**config.mk**
```make
export PLATFORM = sky130hd
export DESIGN_NAME = demux4_stream_flat
export DESIGN_NICKNAME = d
export VERILOG_FILES = /design/src/rtl/demux4_stream_pkg.sv /design/src/rtl/demux4_stream_if.sv /design/src/rtl/demux4_stream_slot.sv /design/src/rtl/demux4_stream.sv /design/src/flat_wrapper.sv
export SDC_FILE = /design/constraint.sdc
export NUM_CORES = 1
export LEC_CHECK = 0
export ABC_AREA = 1
export CAP_MARGIN = 15
export CORE_UTILIZATION = 40
export DETAILED_ROUTE_END_ITERATION = 8
export GPL_TIMING_DRIVEN = 0
export PLACE_DENSITY_LB_ADDON = 0.2
export SKIP_LAST_GASP = 1
export SYNTH_ARGS = -nofsm -noshare
export SYNTH_HDL_FRONTEND = slang
export SYNTH_SLANG_ARGS = --single-unit
```
**constraint.sdc**
```tcl
create_clock -name clk_i -period 1.1 [get_ports clk_i]
set_input_delay 0.11 -clock clk_i [delete_from_list [all_inputs] [get_ports clk_i]]
set_output_delay 0.11 -clock clk_i [all_outputs]
set_load 0.05 [all_outputs]
```
**src/rtl/demux4_stream_pkg.sv**
```systemverilog
// Shared definitions for the demux4_stream block: channel count, select
// and counter widths, the per-channel buffer state encoding and the helper
// that locates a channel's slice in the flattened output data bus.
package demux4_pkg;

    localparam int NUM_CH = 4;
    localparam int SEL_W  = 2;
    localparam int CNT_W  = 8;

    typedef enum logic {
        SLOT_EMPTY = 1'b0,
        SLOT_FULL  = 1'b1
    } slot_state_t;

    // Lowest bit of channel ch's payload inside a NUM_CH*width flat bus.
    function automatic int unsigned slice_lo(input int unsigned ch,
                                             input int unsigned width);
        return ch * width;
    endfunction

endpackage

```
**src/rtl/demux4_stream_if.sv**
```systemverilog
// Handshake bundle between one producer and four consumers of the
// demux4_stream block. The slave modport is the demultiplexer's view.
interface demux4_stream_if
    import demux4_pkg::*;
#(
    parameter int WIDTH = 8
);
    logic                      in_valid_i;
    logic                      in_ready_o;
    logic [WIDTH-1:0]          in_data_i;
    logic [SEL_W-1:0]          in_sel_i;
    logic [NUM_CH-1:0]         out_valid_o;
    logic [NUM_CH-1:0]         out_ready_i;
    logic [NUM_CH*WIDTH-1:0]   out_data_o;
    logic [NUM_CH*CNT_W-1:0]   cnt_o;

    modport slave (
        input  in_valid_i,
        output in_ready_o,
        input  in_data_i,
        input  in_sel_i,
        output out_valid_o,
        input  out_ready_i,
        output out_data_o,
        output cnt_o
    );

    modport master (
        output in_valid_i,
        input  in_ready_o,
        output in_data_i,
        output in_sel_i,
        input  out_valid_o,
        output out_ready_i,
        input  out_data_o,
        input  cnt_o
    );

endinterface

```
**src/rtl/demux4_stream_slot.sv**
```systemverilog
// One-entry registered buffer for a single output channel.
//
// state      | meaning
// SLOT_EMPTY | no beat held, out valid low
// SLOT_FULL  | beat held in data_q, presented until the consumer takes it
//
// load_i is only raised by the top when the buffer can take a beat, so a
// load while full always coincides with a drain (pass-through refill).
module demux4_slot
    import demux4_pkg::*;
#(
    parameter int WIDTH = 8
) (
    input  logic             clk_i,
    input  logic             rst_i,
    input  logic             load_i,
    input  logic [WIDTH-1:0] data_i,
    input  logic             ready_i,
    output logic             full_o,
    output logic [WIDTH-1:0] data_o
);

    slot_state_t      state_q, state_d;
    logic [WIDTH-1:0] data_q, data_d;

    // State and payload registers, synchronous active-low reset.
    always_ff @(posedge clk_i) begin
        if (!rst_i) begin
            state_q <= SLOT_EMPTY;
            data_q  <= '0;
        end else begin
            state_q <= state_d;
            data_q  <= data_d;
        end
    end

    // Next state: load fills (or refills), drain without load empties.
    always_comb begin
        state_d = state_q;
        data_d  = data_q;
        case (state_q)
            SLOT_EMPTY: begin
                if (load_i) begin
                    state_d = SLOT_FULL;
                    data_d  = data_i;
                end
            end
            SLOT_FULL: begin
                if (load_i) begin
                    data_d = data_i;
                end else if (ready_i) begin
                    state_d = SLOT_EMPTY;
                end
            end
            default: state_d = SLOT_EMPTY;
        endcase
    end

    assign full_o = (state_q == SLOT_FULL);
    assign data_o = data_q;

endmodule

```
**src/rtl/demux4_stream.sv**
```systemverilog
// Stream demultiplexer: routes each input beat to one of four channels by
// its select, each channel buffered by a demux4_slot. Holds the select
// decode, the combinational in_ready_o and the optional per-channel
// accepted-beat counters, built only when DEMUX4_STREAM_CNT_EN is defined
// (otherwise cnt_o is tied to zero).
module demux4_stream
    import demux4_pkg::*;
#(
    parameter int WIDTH = 8
) (
    input  logic clk_i,
    input  logic rst_i,
    demux4_stream_if.slave bus
);

    logic [NUM_CH-1:0]       full_w;
    logic [WIDTH-1:0]        data_w [NUM_CH];
    logic [NUM_CH-1:0]       sel_dec;
    logic [NUM_CH-1:0]       load_w;
    logic                    in_ready_w;
    logic [NUM_CH*WIDTH-1:0] out_data_w;

    // One-hot decode of the destination channel.
    always_comb begin
        sel_dec = '0;
        sel_dec[bus.in_sel_i] = 1'b1;
    end

    // Accept when the target slot is empty or being drained this cycle.
    always_comb begin
        in_ready_w = ~full_w[bus.in_sel_i] | bus.out_ready_i[bus.in_sel_i];
        load_w     = (bus.in_valid_i && in_ready_w) ? sel_dec : '0;
    end

    for (genvar k = 0; k < NUM_CH; k++) begin : g_slot
        demux4_slot #(
            .WIDTH (WIDTH)
        ) u_slot (
            .clk_i   (clk_i),
            .rst_i   (rst_i),
            .load_i  (load_w[k]),
            .data_i  (bus.in_data_i),
            .ready_i (bus.out_ready_i[k]),
            .full_o  (full_w[k]),
            .data_o  (data_w[k])
        );
    end

    // Pack the channel payloads into the flat output bus.
    always_comb begin
        out_data_w = '0;
        for (int k = 0; k < NUM_CH; k++) begin
            out_data_w[slice_lo(k, WIDTH) +: WIDTH] = data_w[k];
        end
    end

    assign bus.in_ready_o  = in_ready_w;
    assign bus.out_valid_o = full_w;
    assign bus.out_data_o  = out_data_w;

`ifdef DEMUX4_STREAM_CNT_EN
    logic [CNT_W-1:0]        cnt_q [NUM_CH];
    logic [CNT_W-1:0]        cnt_d [NUM_CH];
    logic [NUM_CH*CNT_W-1:0] cnt_flat;

    // Count accepted beats per channel; 8-bit wrap is intended.
    always_comb begin
        for (int k = 0; k < NUM_CH; k++) begin
            cnt_d[k] = cnt_q[k];
            if (load_w[k]) begin
                cnt_d[k] = cnt_q[k] + CNT_W'(1);
            end
        end
    end

    // Counter registers, cleared only by reset.
    always_ff @(posedge clk_i) begin
        if (!rst_i) begin
            for (int k = 0; k < NUM_CH; k++) begin
                cnt_q[k] <= '0;
            end
        end else begin
            for (int k = 0; k < NUM_CH; k++) begin
                cnt_q[k] <= cnt_d[k];
            end
        end
    end

    // Flatten counters onto cnt_o.
    always_comb begin
        cnt_flat = '0;
        for (int k = 0; k < NUM_CH; k++) begin
            cnt_flat[k*CNT_W +: CNT_W] = cnt_q[k];
        end
    end

    assign bus.cnt_o = cnt_flat;
`else
    assign bus.cnt_o = '0;
`endif

endmodule

```
**src/flat_wrapper.sv**
```systemverilog
// flat-port wrapper written by rule: the top's interface ports become plain ports
module demux4_stream_flat import demux4_pkg::*;
#(
    parameter int WIDTH = 8
)
  (clk_i, rst_i, bus_in_valid_i, bus_in_ready_o, bus_in_data_i, bus_in_sel_i, bus_out_valid_o, bus_out_ready_i, bus_out_data_o, bus_cnt_o);
  demux4_stream_if #(.WIDTH(WIDTH)) bus_i ();
  input  logic clk_i;
  input  logic rst_i;
  input wire logic [$bits(bus_i.in_valid_i)-1:0] bus_in_valid_i;
  output wire logic [$bits(bus_i.in_ready_o)-1:0] bus_in_ready_o;
  input wire logic [$bits(bus_i.in_data_i)-1:0] bus_in_data_i;
  input wire logic [$bits(bus_i.in_sel_i)-1:0] bus_in_sel_i;
  output wire logic [$bits(bus_i.out_valid_o)-1:0] bus_out_valid_o;
  input wire logic [$bits(bus_i.out_ready_i)-1:0] bus_out_ready_i;
  output wire logic [$bits(bus_i.out_data_o)-1:0] bus_out_data_o;
  output wire logic [$bits(bus_i.cnt_o)-1:0] bus_cnt_o;
  assign bus_i.in_valid_i = bus_in_valid_i;
  assign bus_in_ready_o = bus_i.in_ready_o;
  assign bus_i.in_data_i = bus_in_data_i;
  assign bus_i.in_sel_i = bus_in_sel_i;
  assign bus_out_valid_o = bus_i.out_valid_o;
  assign bus_i.out_ready_i = bus_out_ready_i;
  assign bus_out_data_o = bus_i.out_data_o;
  assign bus_cnt_o = bus_i.cnt_o;
  demux4_stream #(.WIDTH(WIDTH)) u_core (.clk_i(clk_i), .rst_i(rst_i), .bus(bus_i));
endmodule
```
== Word level (Yosys, flattened, before mapping) ==
Index checks and enable logic that the tools add are counted.
Widths: inputs -> output; s select.

* Bitwise gates (word level): 6
* Div/mod/pow operators: 0
* Add/sub/neg operators: 0
* Reduce and logical (&&, ||, !) cells: 2
* Multipliers: 0
* Multiplexer cells: 27
* Order comparisons: 2
* Equality and inequality tests: 0
* Shift-type cells: 0

{| class="wikitable"
|+ Operators with widths
! cell !! count
|-
| $mux 8 || 4
|-
| $mux 1 || 15
|-
| $pmux 1 s2 || 4
|-
| $not 1->1 || 5
|-
| $bmux 1 s2 || 2
|-
| $mux 4 || 1
|-
| $lt 2x3->1 const B || 1
|-
| $demux 1 s2 || 1
|-
| $ge 2x1->1 const B || 1
|-
| $logic_and 1x1->1 || 2
|-
| $or 1x1->1 || 1
|}

* Register bits: 36
* Memories: 0
* Memory bits (read-only): 0
* Bits in writable memories: 0
* Output and inout bits: 69
* Bits in latches: 0

== Logic depth before layout (Yosys ltp) ==
* Word-level depth: 8
* Mapped depth: 11
* Gate-level depth less buffers: 10

== By module ==
A second synthesis with hierarchy kept.

* Cells, all modules: 215
* Area total of the unflattened synthesis: 1624.1 um2

{| class="wikitable"
|+ By module, submodules not included
! module !! times used !! area an instance (um2) !! cells each
|-
| demux4_slot || 4 || 304.0 || 38
|-
| demux4_stream || 1 || 407.9 || 63
|}

== Worst setup path after synthesis ==
OpenSTA, ideal clock, no wires.

* Kind: input to register
* From: input port bus_in_sel_i[1]
* To: register u_core.g_slot[3].u_slot.data_q[0]
* Slack: -91 ps
* Required time: 990 ps
* Library setup time: 110 ps
* Cell stages on the path: 10
* Arrival: 1081 ps
* Buffers on the path: 2
* Path through: buf_6 nor2_8 nand2_1 nand2_2 nor2_4 nand2_8 buf_6 nand4_1 nand2_1 nor2_1

* Cells in the longest elaborated chain, start to end: 6
* Elaborated cells between the ends (all ways): 13
* Those cells by class: order compare (2); mux (7); bitwise (2); reduce/logical (2)

{| class="wikitable"
|+ RTL lines
! what !! line !! text
|-
| start, declared || flat_wrapper.sv:13 || <nowiki>input wire logic [$bits(bus_i.in_sel_i)-1:0] bus_in_sel_i;</nowiki>
|-
| $bmux 1 s2 || demux4_stream.sv:31 || <nowiki>in_ready_w = ~full_w[bus.in_sel_i] | bus.out_ready_i[bus.in_sel_i];</nowiki>
|-
| $mux 1 (not written as such) || demux4_stream.sv:31 ||
|-
| $not 1->1 || demux4_stream.sv:31 ||
|-
| $or 1x1->1 * || demux4_stream.sv:31 ||
|-
| via bus_in_ready_o || flat_wrapper.sv:11 || <nowiki>output wire logic [$bits(bus_i.in_ready_o)-1:0] bus_in_ready_o;</nowiki>
|-
| $logic_and 1x1->1 * || demux4_stream.sv:32 || <nowiki>load_w = (bus.in_valid_i && in_ready_w) ? sel_dec : '0;</nowiki>
|-
| $mux 4 * || demux4_stream.sv:32 ||
|-
| end signal, assigned || demux4_stream_slot.sv:33 || <nowiki>data_q <= data_d;</nowiki>
|-
| end, declared || demux4_stream_slot.sv:24 || <nowiki>logic [WIDTH-1:0] data_q, data_d;</nowiki>
|}

Mark *: on every way through the listed nets, which the timed path passes. The rest lies on a longest branch. The select of a mux whose other input is x is not followed.
A chain may end at the register's enable or synchronous reset.

== Final worst setup path ==
* From: register u_core.g_slot[1].u_slot.state_q
* To: output port bus_in_ready_o

* Cells in the longest elaborated chain, start to end: 4

{| class="wikitable"
|+ RTL lines
! what !! line !! text
|-
| start, declared || demux4_stream_slot.sv:23 || <nowiki>slot_state_t state_q, state_d;</nowiki>
|-
| start signal, assigned || demux4_stream_slot.sv:32 || <nowiki>state_q <= state_d;</nowiki>
|-
| $bmux 1 s2 || demux4_stream.sv:31 ||
|-
| $mux 1 (not written as such) || demux4_stream.sv:31 ||
|-
| $not 1->1 || demux4_stream.sv:31 ||
|-
| $or 1x1->1 || demux4_stream.sv:31 ||
|-
| end, declared || flat_wrapper.sv:11 ||
|}

Every way passes these cells. The select of a mux whose other input is x is not followed.

==> results_dict.tcl <==
set metrics [dict create \
    antenna_cells 0 \
    via_count 2071 \
    multi_input_area_um2 990 \
    setup_tns_ns -6.34 \
    cap_violations 0 \
    io_pins 86 \
    cp_data_arrival_time_ns 1.25 \
    violations "setup timing" \
    core_area_um2 5200 \
    wl_per_cell_um 10.3 \
    hp-class "input pin to flip-flop" \
    worstSetupEndpointType "primary output" \
    start_kind "flip-flop" \
    routed_via_density 4.20 \
    h-tree-depth 2 \
    yosysWarnings 0 \
    drc 0 \
    synth_cells 327 \
    power_mw 3.87 \
    powerDensity_nw_per_um2 1280 \
    cts_buffer_depth 2 \
    power.switching_mw 1.35 \
    min_period_ns 1.36 \
    drive_above_1_share 0.303 \
    ys_ff_latch 36 \
    post-route-util 0.580 \
    finalWirelength_um 5090 \
    cts-root-buf "clkbuf_8" \
    intPower_mw 2.51 \
    n_fill_cell 543 \
    cts_tree "yes" \
    worstPathMaxFanout 2 \
    overflow 0 \
    clock.fmax_mhz 733 \
    ir_worst_vdd_mv 0.886 \
    syn_area_per_cell_um2 6.71 \
    cp_common_cell "nand2_2" \
    hold_start "rst_i" \
    combPwrFrac 0.301 \
    worst_slack_ns -0.265 \
    area_growth_pct 37.5 \
    required_ns 0.99 \
    drv_slew 0 \
    start_util 0.422 \
    p_clk_frac 0.335 \
    run_status "finished with violations" \
    die_w_um 76.1 \
    io_buffers 49 \
    p_seq_frac 0.364 \
    hpwlAfterDp_um 3490 \
    rsz0062_at_grt "yes" \
    clk_pin_slew_ns 0.08 \
    synth_seq_area_share 0.328 \
    period_share 1.24 \
    grt_usage 0.180 \
    grt_pass1_vias 1754 \
    die-area_um2 5790 \
    hold_end "u_core.g_slot[1].u_slot.data_o[7]$_SDFFE_PN0P_" \
    cts_buffers 5 \
    rr_endpoint "u_core.g_slot[2].u_slot.data_o[5]$_SDFFE_PN0P_" \
    rows 26 \
    ys_types 23 \
    crit_path_cell_trace "nand2_2, nand2_2, nand2_2, nand2_4, nand2_8, buf_12, buf_12" \
    r2r_start "u_core.g_slot[1].u_slot.full_o$_SDFF_PN0_" \
    fin_hold_ws_ns 0.114 \
    swShare 0.350 \
    final_cells 493 \
    skew_ns 0.00999 \
    critPathKind "flip-flop to primary output" \
    synth.area.top_cells "dfxtp_1 33%, nand2_1 13%, inv_1 13%, buf_4 12%, nand4_1 9.1%" \
    syn_area_um2 2190 \
    grt_max_degree 12 \
    drt_iter0_markers 153 \
    yosys.area.top_type "dfxtp_1" \
    slowest_delay_ns 0.35 \
    fin_nets 439 \
    gp_congestion 0.857 \
    rr_worst_depth 10 \
    dp_cells 477 \
    dieHeight_um 76.1 \
    ant_nets 0 \
    critPathSlowestCell "dfxtp_2" \
    hold_viol_final 0 \
    synth_top_cell_area_share 0.328 \
    setup_viol 40 \
    clk-insertion-delay-late_ns 0.30 \
    grt_pass1_wl_um 8290 \
    firstDrtPassIters 4 \
    cts_sinks 36 \
    seqCellArea_um2 726 \
    r2r_slack_ns -0.21 \
    p_leak_nw 1.69 \
    hold_path_depth 3 \
    antenna_found_initial 0 \
]
## cell families after synthesis
| kind of cell | after synthesis | share of synthesized area |
|---|---|---|
| AND/OR/NAND/NOR | 157 | 0.358 |
| other | 1 | 0.00171 |
| flip-flops | 36 | 0.328 |
| AO/OA/AOI/OAI | 4 | 0.00912 |
| buffers and inverters | 129 | 0.303 |
## through the flow
step | setup WS (ns) | area, µm²
floorplan | -0.0317 | 2320
global placement | -0.911 | 2900
detailed placement | -0.915 | 2900
CTS | -0.252 | 2940
global route | -0.311 | 3020
finish | -0.265 | 3020
## critical path, delay by kind of cell, from the launching register on
family	cells	cell delay (ns)
flops	1	0.35
buf+inv	2	0.27
simple gates	5	0.34
## repair_timing
action | 4_1_cts | 5_1_grt
hold buffers | 0 | 0
setup endpoints to repair | 73 | 44
pin swaps | 4 | 6
resized for setup | 194 | 27
setup buffers | 5 | 2
gates cloned | 1 | 1
## cell type report
cell class | count | area share
inverter | 80 | 0.100
tap | 70 | 0.0290
buffer | 48 | 0.120
clock buffer | 7 | 0.0319
timing repair buffer | 56 | 0.140
multi-input combinational | 195 | 0.328
clock inverter | 1 | 0.00995
sequential | 36 | 0.241
## worst max path at each step
stage	from	slack (ns)	end
after detailed placement	bus_out_ready_i[1]	-0.91	bus_in_ready_o
final	u_core.g_slot[1].u_slot.full_o$_SDFF_PN0_	-0.26	bus_in_ready_o
after global placement	bus_out_ready_i[1]	-0.91	bus_in_ready_o
after CTS	u_core.g_slot[0].u_slot.full_o$_SDFF_PN0_	-0.25	bus_in_ready_o
after floorplan	bus_in_sel_i[1]	-0.03	u_core.g_slot[3].u_slot.data_o[0]$_SDFFE_PN0P_
after global routing	u_core.g_slot[2].u_slot.full_o$_SDFF_PN0_	-0.31	bus_in_ready_o
## registers in the layout, indices dropped and copies added (netlist names)
signal                       cells
u_core.g_slot.u_slot.full_o      4
u_core.g_slot.u_slot.data_o     32
## layer usage
metal / global-route usage / vias to the layer above / routed length (µm) / part of all wire
met5: 0 / - / 0 / 0
met2: 0.289 / 64 / 2350 / 0.46
met4: 0.0577 / 0 / 82 / 0.016
met3: 0.0467 / 9 / 343 / 0.067
li1: - / 1096 / - / -
met1: 0.235 / 902 / 2320 / 0.45
## power groups by stage
stage                     Combinational (mW)  Clock, mW  Sequential (mW)
after global routing                    1.24       1.37             1.42
after CTS                               1.13       1.31             1.41
after floorplan                        0.695          0             1.66
after global placement                  1.16          0             1.44
after detailed placement                1.16          0             1.44
final                                   1.16       1.30             1.41
## synth_stat cells, drive strengths merged
cell type and number:
buf 46, nor2 36, clkbuf 3, nand4 32
dfxtp 36, clkinv 1, inv 79, conb 1
nand3 7, nand2 82, a21oi 4
## cell usage in the layout, fill, tap and decap left out, types with 5 or more instances in the layout
master / count
nand3_4: 5
nand2_2: 10
inv_1: 77
dfxtp_1: 32
nor2_1: 32
clkdlybuf4s50_1: 12
nand2_1: 70
conb_1: 32
buf_2: 36
nand4_1: 32
buf_6: 7
buf_4: 40
clkbuf_8: 7
No activity file was read; power rests on OpenSTA's default activity.
